**config.mk**
```make
export PLATFORM = sky130hd
export DESIGN_NAME = multicycle_controller
export DESIGN_NICKNAME = d
export VERILOG_FILES = /design/src/rtl/multicycle_controller.sv
export SDC_FILE = /design/constraint.sdc
export NUM_CORES = 1
export LEC_CHECK = 0
export BUFFER_PORTS_ARGS = -buffer_cell sky130_fd_sc_hd__buf_2
export CORE_ASPECT_RATIO = 0.9
export CORE_UTILIZATION = 30
export DETAILED_ROUTE_END_ITERATION = 6
export GPL_TIMING_DRIVEN = 1
export PLACE_DENSITY_LB_ADDON = 0.05
export SLEW_MARGIN = 20
export SYNTH_ARGS = -nofsm -noshare
export SYNTH_HDL_FRONTEND = slang
export SYNTH_SLANG_ARGS = --single-unit
```
**constraint.sdc**
```tcl
create_clock -name clk -period 3.6 [get_ports clk]
set_clock_uncertainty 0.15 [all_clocks]
set_input_delay 0.72 -clock clk [delete_from_list [all_inputs] [get_ports clk]]
set_output_delay 0.72 -clock clk [all_outputs]
set_load 0.01 [all_outputs]
```
**src/rtl/multicycle_controller.sv**
```systemverilog
// Multi-cycle sequencer for the MIPS datapath: walks each instruction through
// IF/ID/EXE/MEM/WB, gates every write enable per state and counts retired instructions.
module multicycle_controller (
    input  logic        clk,
    input  logic        reset,
    input  logic [5:0]  op,
    input  logic [5:0]  funct,
    input  logic        zero,
    output logic        PCwrt,
    output logic        IRwrt,
    output logic        jump,
    output logic        branch,
    output logic        regWrt,
    output logic        regDst,
    output logic        memToReg,
    output logic        memRd,
    output logic        memWrt,
    output logic        ALUsrcA,
    output logic        ALUsrcB,
    output logic        extOp,
    output logic [2:0]  ALUctr,
    output logic [2:0]  state,
    output logic        halted,
    output logic [31:0] instr_cnt
);

    typedef enum logic [2:0] {
        S_IF   = 3'b000,
        S_ID   = 3'b001,
        S_EXE  = 3'b010,
        S_MEM  = 3'b011,
        S_WB   = 3'b100,
        S_HALT = 3'b101
    } state_t;

    localparam logic [5:0] OP_RTYPE = 6'b000000;
    localparam logic [5:0] OP_ADDIU = 6'b001001;
    localparam logic [5:0] OP_ANDI  = 6'b001100;
    localparam logic [5:0] OP_ORI   = 6'b001101;
    localparam logic [5:0] OP_SLTI  = 6'b001010;
    localparam logic [5:0] OP_LW    = 6'b100011;
    localparam logic [5:0] OP_SW    = 6'b101011;
    localparam logic [5:0] OP_BEQ   = 6'b000100;
    localparam logic [5:0] OP_BNE   = 6'b000101;
    localparam logic [5:0] OP_BLTZ  = 6'b000001;
    localparam logic [5:0] OP_J     = 6'b000010;
    localparam logic [5:0] OP_HALT  = 6'b111111;

    localparam logic [2:0] ALU_ADD = 3'b000;
    localparam logic [2:0] ALU_SUB = 3'b001;
    localparam logic [2:0] ALU_SLL = 3'b010;
    localparam logic [2:0] ALU_OR  = 3'b011;
    localparam logic [2:0] ALU_AND = 3'b100;
    localparam logic [2:0] ALU_SLT = 3'b110;

    state_t      state_reg, state_next;
    logic        halted_reg;
    logic [31:0] instr_cnt_reg;

    logic is_r, is_lw, is_sw, is_beq, is_bne, is_bltz, is_j, is_halt, is_illegal;
    logic is_andi, is_ori;
    logic is_branch;
    logic dec_src_a, dec_src_b, dec_ext, dec_dst, dec_mem2reg;
    logic [2:0] dec_ctr;
    logic dec_active;
    logic pc_next, ir_next, jump_next, branch_next, reg_next, rd_next, wr_next;

    // Instruction classification and ALU decode, purely from op/funct.
    always_comb begin
        is_r       = 1'b0;
        is_illegal = 1'b0;
        dec_ctr    = ALU_ADD;
        dec_src_a  = 1'b0;
        dec_src_b  = 1'b0;
        case (op)
            OP_RTYPE: begin
                is_r = 1'b1;
                case (funct)
                    6'b100000: dec_ctr = ALU_ADD;
                    6'b100010: dec_ctr = ALU_SUB;
                    6'b100100: dec_ctr = ALU_AND;
                    6'b100101: dec_ctr = ALU_OR;
                    6'b000000: begin
                        dec_ctr   = ALU_SLL;
                        dec_src_a = 1'b1;
                    end
                    default: begin
                        is_r       = 1'b0;
                        is_illegal = 1'b1;
                    end
                endcase
            end
            OP_ADDIU: dec_src_b = 1'b1;
            OP_ANDI: begin
                dec_src_b = 1'b1;
                dec_ctr   = ALU_AND;
            end
            OP_ORI: begin
                dec_src_b = 1'b1;
                dec_ctr   = ALU_OR;
            end
            OP_SLTI: begin
                dec_src_b = 1'b1;
                dec_ctr   = ALU_SLT;
            end
            OP_LW, OP_SW: dec_src_b = 1'b1;
            OP_BEQ, OP_BNE: dec_ctr = ALU_SUB;
            OP_BLTZ: dec_ctr = ALU_SLT;
            OP_J, OP_HALT: dec_ctr = ALU_ADD;
            default: is_illegal = 1'b1;
        endcase
    end

    assign is_lw       = (op == OP_LW);
    assign is_sw       = (op == OP_SW);
    assign is_beq      = (op == OP_BEQ);
    assign is_bne      = (op == OP_BNE);
    assign is_bltz     = (op == OP_BLTZ);
    assign is_j        = (op == OP_J);
    assign is_halt     = (op == OP_HALT);
    assign is_andi     = (op == OP_ANDI);
    assign is_ori      = (op == OP_ORI);
    assign is_branch   = is_beq | is_bne | is_bltz;
    assign dec_ext     = ~(is_andi | is_ori);
    assign dec_dst     = is_r;
    assign dec_mem2reg = is_lw;

    // Next state and per-state enables; PC is written only in an instruction's last cycle.
    always_comb begin
        state_next  = state_reg;
        pc_next     = 1'b0;
        ir_next     = 1'b0;
        jump_next   = 1'b0;
        branch_next = 1'b0;
        reg_next    = 1'b0;
        rd_next     = 1'b0;
        wr_next     = 1'b0;
        case (state_reg)
            S_IF: begin
                ir_next    = 1'b1;
                state_next = S_ID;
            end
            S_ID: begin
                if (is_j) begin
                    jump_next  = 1'b1;
                    pc_next    = 1'b1;
                    state_next = S_IF;
                end else if (is_illegal) begin
                    pc_next    = 1'b1;
                    state_next = S_IF;
                end else if (is_halt) begin
                    state_next = S_HALT;
                end else begin
                    state_next = S_EXE;
                end
            end
            S_EXE: begin
                if (is_branch) begin
                    pc_next     = 1'b1;
                    branch_next = (is_beq & zero) | ((is_bne | is_bltz) & ~zero);
                    state_next  = S_IF;
                end else if (is_lw | is_sw) begin
                    state_next = S_MEM;
                end else begin
                    state_next = S_WB;
                end
            end
            S_MEM: begin
                if (is_lw) begin
                    rd_next    = 1'b1;
                    state_next = S_WB;
                end else begin
                    wr_next    = is_sw;
                    pc_next    = 1'b1;
                    state_next = S_IF;
                end
            end
            S_WB: begin
                reg_next   = 1'b1;
                rd_next    = is_lw;
                pc_next    = 1'b1;
                state_next = S_IF;
            end
            S_HALT: state_next = S_HALT;
            default: state_next = S_IF;
        endcase
    end

    assign PCwrt  = pc_next & ~reset;
    assign IRwrt  = ir_next & ~reset;
    assign jump   = jump_next & ~reset;
    assign branch = branch_next & ~reset;
    assign regWrt = reg_next & ~reset;
    assign memRd  = rd_next & ~reset;
    assign memWrt = wr_next & ~reset;

    assign dec_active = (state_reg == S_ID) | (state_reg == S_EXE) |
                        (state_reg == S_MEM) | (state_reg == S_WB);
    assign ALUsrcA  = dec_active & dec_src_a;
    assign ALUsrcB  = dec_active & dec_src_b;
    assign extOp    = dec_active & dec_ext;
    assign regDst   = dec_active & dec_dst;
    assign memToReg = dec_active & dec_mem2reg;
    assign ALUctr   = dec_active ? dec_ctr : 3'b000;

    always_ff @(posedge clk) begin
        if (reset) begin
            state_reg     <= S_IF;
            halted_reg    <= 1'b0;
            instr_cnt_reg <= 32'd0;
        end else begin
            state_reg  <= state_next;
            halted_reg <= (state_next == S_HALT);
            if (PCwrt)
                instr_cnt_reg <= instr_cnt_reg + 32'd1;
        end
    end

    assign state     = state_reg;
    assign halted    = halted_reg;
    assign instr_cnt = instr_cnt_reg;

endmodule

```
==> flow_summary.json <==
{
  "first_pass_iters": 4,
  "worst_path_largest_cell_delay_ns": 0.56,
  "grt.busiest_layer": "met1",
  "period_share": 0.848,
  "total_power_uw": 831,
  "clock_latency_ns": 0.29,
  "seq_area_frac_synth": 0.318,
  "worstSetupStartpointType": "input port",
  "grtUsageMet2": 0.239,
  "crit_arrival_ns": 2.18,
  "regArea_um2": 721,
  "viasPerCell": 5.38,
  "leakage_nw": 1.07,
  "synth_seq_cells": 36,
  "core_area_um2": 7180,
  "drv_slew": 0,
  "synth_edf_count": 0,
  "path_buf_inv": 2,
  "routed_wl_mm": 6.60,
  "via_count": 2469,
  "yosys-top-cells-area": "dfxtp_1, a21oi_1, or3_1",
  "r2r_end": "instr_cnt[20]",
  "cts_resized": 0,
  "synth_most_common_cell": "a21oi_1",
  "die_x_um": 93.6,
  "worstHoldPathType": "reg -> reg",
  "largest_register_ffs": 32,
  "slowest_stage": "or4_4",
  "grt_pass1_vias": 2169,
  "crit_required_ns": 2.73,
  "period_needed_ns": 3.05,
  "antenna_found_initial": 0,
  "synth_area_um2": 2260,
  "cts-buffers-inserted": 5,
  "clock_path_buffers": 2,
  "use_met1": 0.259,
  "synth.largest_area_cell": "dfxtp_1",
  "drive_gt1_frac": 0.227,
  "setup_ws_ns": 0.549,
  "r2r-start": "state[1]",
  "syn2layout_area_growth_pct": 20.8,
  "min_to": "instr_cnt[12]",
  "wl_per_cell_um": 14.4,
  "cts_sinks": 36,
  "fmax_mhz": 328,
  "fp.dieH_um": 84.4,
  "outcome": "completed",
  "remaining_drc_errors": 0,
  "dpl_worst_slack_ns": 0.458,
  "dpl.hpwl_mm": 4.74,
  "grt_max_degree": 45,
  "avgSynthCellArea_um2": 7.33,
  "die_area_um2": 7900,
  "min_path_cells": 2,
  "async_flop_share": 0,
  "nets": 381,
  "top_level_ports": 66,
  "start_util": 0.315,
  "rsz0062_at_grt": "no",
  "root_buffer": "clkbuf_8",
  "track_usage": 0.171,
  "path_common_cell": "buf_2",
  "r2r_cells": 8,
  "final_util": 0.381,
  "critPathKind": "in -> out",
  "critPathMaxFanout": 13,
  "grt_pass1_wl_mm": 10.8,
  "synthesis.nets": 325,
  "cp.depth": 7,
  "path_cells": "buf_2 > or4_4 > nor4b_2 > o31ai_1 > o211a_2 > nor2_1 > buf_2",
  "drtAntennaViolNets": 0,
  "cts_tree": "yes",
  "yosysWarnings": 0,
  "hp-start": "instr_cnt[12]",
  "gr-total-overflow": 0,
  "numPortBuffers": 65,
  "fill_cells": 791,
  "crit_family": "simple AND/OR/NAND/NOR gates",
  "timing.setup.tns_ns": 0,
  "max-slew-margin-rel": 0.677,
  "cts.reportedPaths.clkPinSlew_ns": 0.08,
  "holdBufCountCts": 0,
  "worstMarginPinSlew_ns": 0.485,
  "cts_setup_buffers": 0,
  "peakVddDrop_uv": 140,
  "gp_congestion": 0.845,
  "antenna_cells": 0,
  "finalHoldViolations": 0,
  "met3_usage": 0.0426,
  "synth_flop_cell": "dfxtp_1",
  "yosysUniqueCellTypes": 48,
  "crit_path_end_kind": "output port",
  "multiInputGateArea_um2": 1410,
  "setup_viol": 0,
  "cap_violations": 0,
  "drtIter0Drc": 113,
  "power_density_nw_per_um2": 304,
  "r2r_setup_slack_ns": 1.09,
  "cts-htree-levels": 2,
  "hold_slack_ns": 0.346,
  "synth_commonest_cells": "a21oi_1, dfxtp_1, o21ai_0, nor2_1, or3_1",
  "rows": 29,
  "netlist_instances": 309,
  "synth_top_area_frac": 0.318
}
worst min-delay path: stages, from the launching register on:
cell and delay, ns:
dfxtp_1 0.33, o21ai_0 0.07, a21oi_1 0.06
routing by layer:
layer | part of all wire | wire length (um)
met3 | 0.070 | 463
met4 | 0.0079 | 52
met2 | 0.41 | 2680
met5 | 0 | 0
met1 | 0.52 | 3410
power by group:
part           internal (mW)  leakage [nW]  total, mW  switching [mW]
registers              0.402         0.290      0.411         0.00915
logic                 0.0386         0.738      0.115          0.0767
clock network          0.156        0.0455      0.304           0.148
area by class of cell:
class,instances,share of cell area
Tap cell,93,0.0425
Sequential cell,36,0.263
Multi-Input combinational cell,244,0.516
Clock buffer,8,0.0329
Timing Repair Buffer,71,0.135
Inverter,7,0.00961
placed cells by master (no fill, tap or decap), types with 3 or more instances in the layout:
cell       n
dfxtp_1   36
inv_1      7
nand4_1    9
a21oi_1   37
buf_4      6
and4_1     3
clkbuf_8   6
nand2_1   20
nor2_1    26
or4_1      7
and3_1    11
and2_1     6
nor4_1     6
or3_1     23
o31ai_1    8
nand2b_1   6
nor3_1     7
buf_2     65
o21ai_0   28
nand3_1   17
worst max-delay path by stage:
stage,start,endpoint
2_1_floorplan,op[4],PCwrt
3_3_place_gp,op[1],instr_cnt[25]
3_5_place_dp,op[1],instr_cnt[20]
4_1_cts,op[1],PCwrt
5_1_grt,op[1],PCwrt
6_report,op[1],PCwrt
cells by family after synthesis:
| group | synth area share |
|---|---|
| AO/OA/AOI/OAI | 0.223 |
| adder cells (fa/ha/maj) | 0.00552 |
| flip-flops | 0.318 |
| buffers and inverters | 0.0586 |
| multiplexers | 0.00939 |
| XOR/XNOR | 0.0155 |
| AND/OR/NAND/NOR | 0.370 |
stage by stage:
step | cells | instance area, um^2
after floorplan | 309 | 2260
after global placement | 451 | 2650
after detailed placement | 451 | 2650
after CTS | 459 | 2740
after global routing | 459 | 2740
final | 459 | 2740
Power figures use the tool's default switching activity.
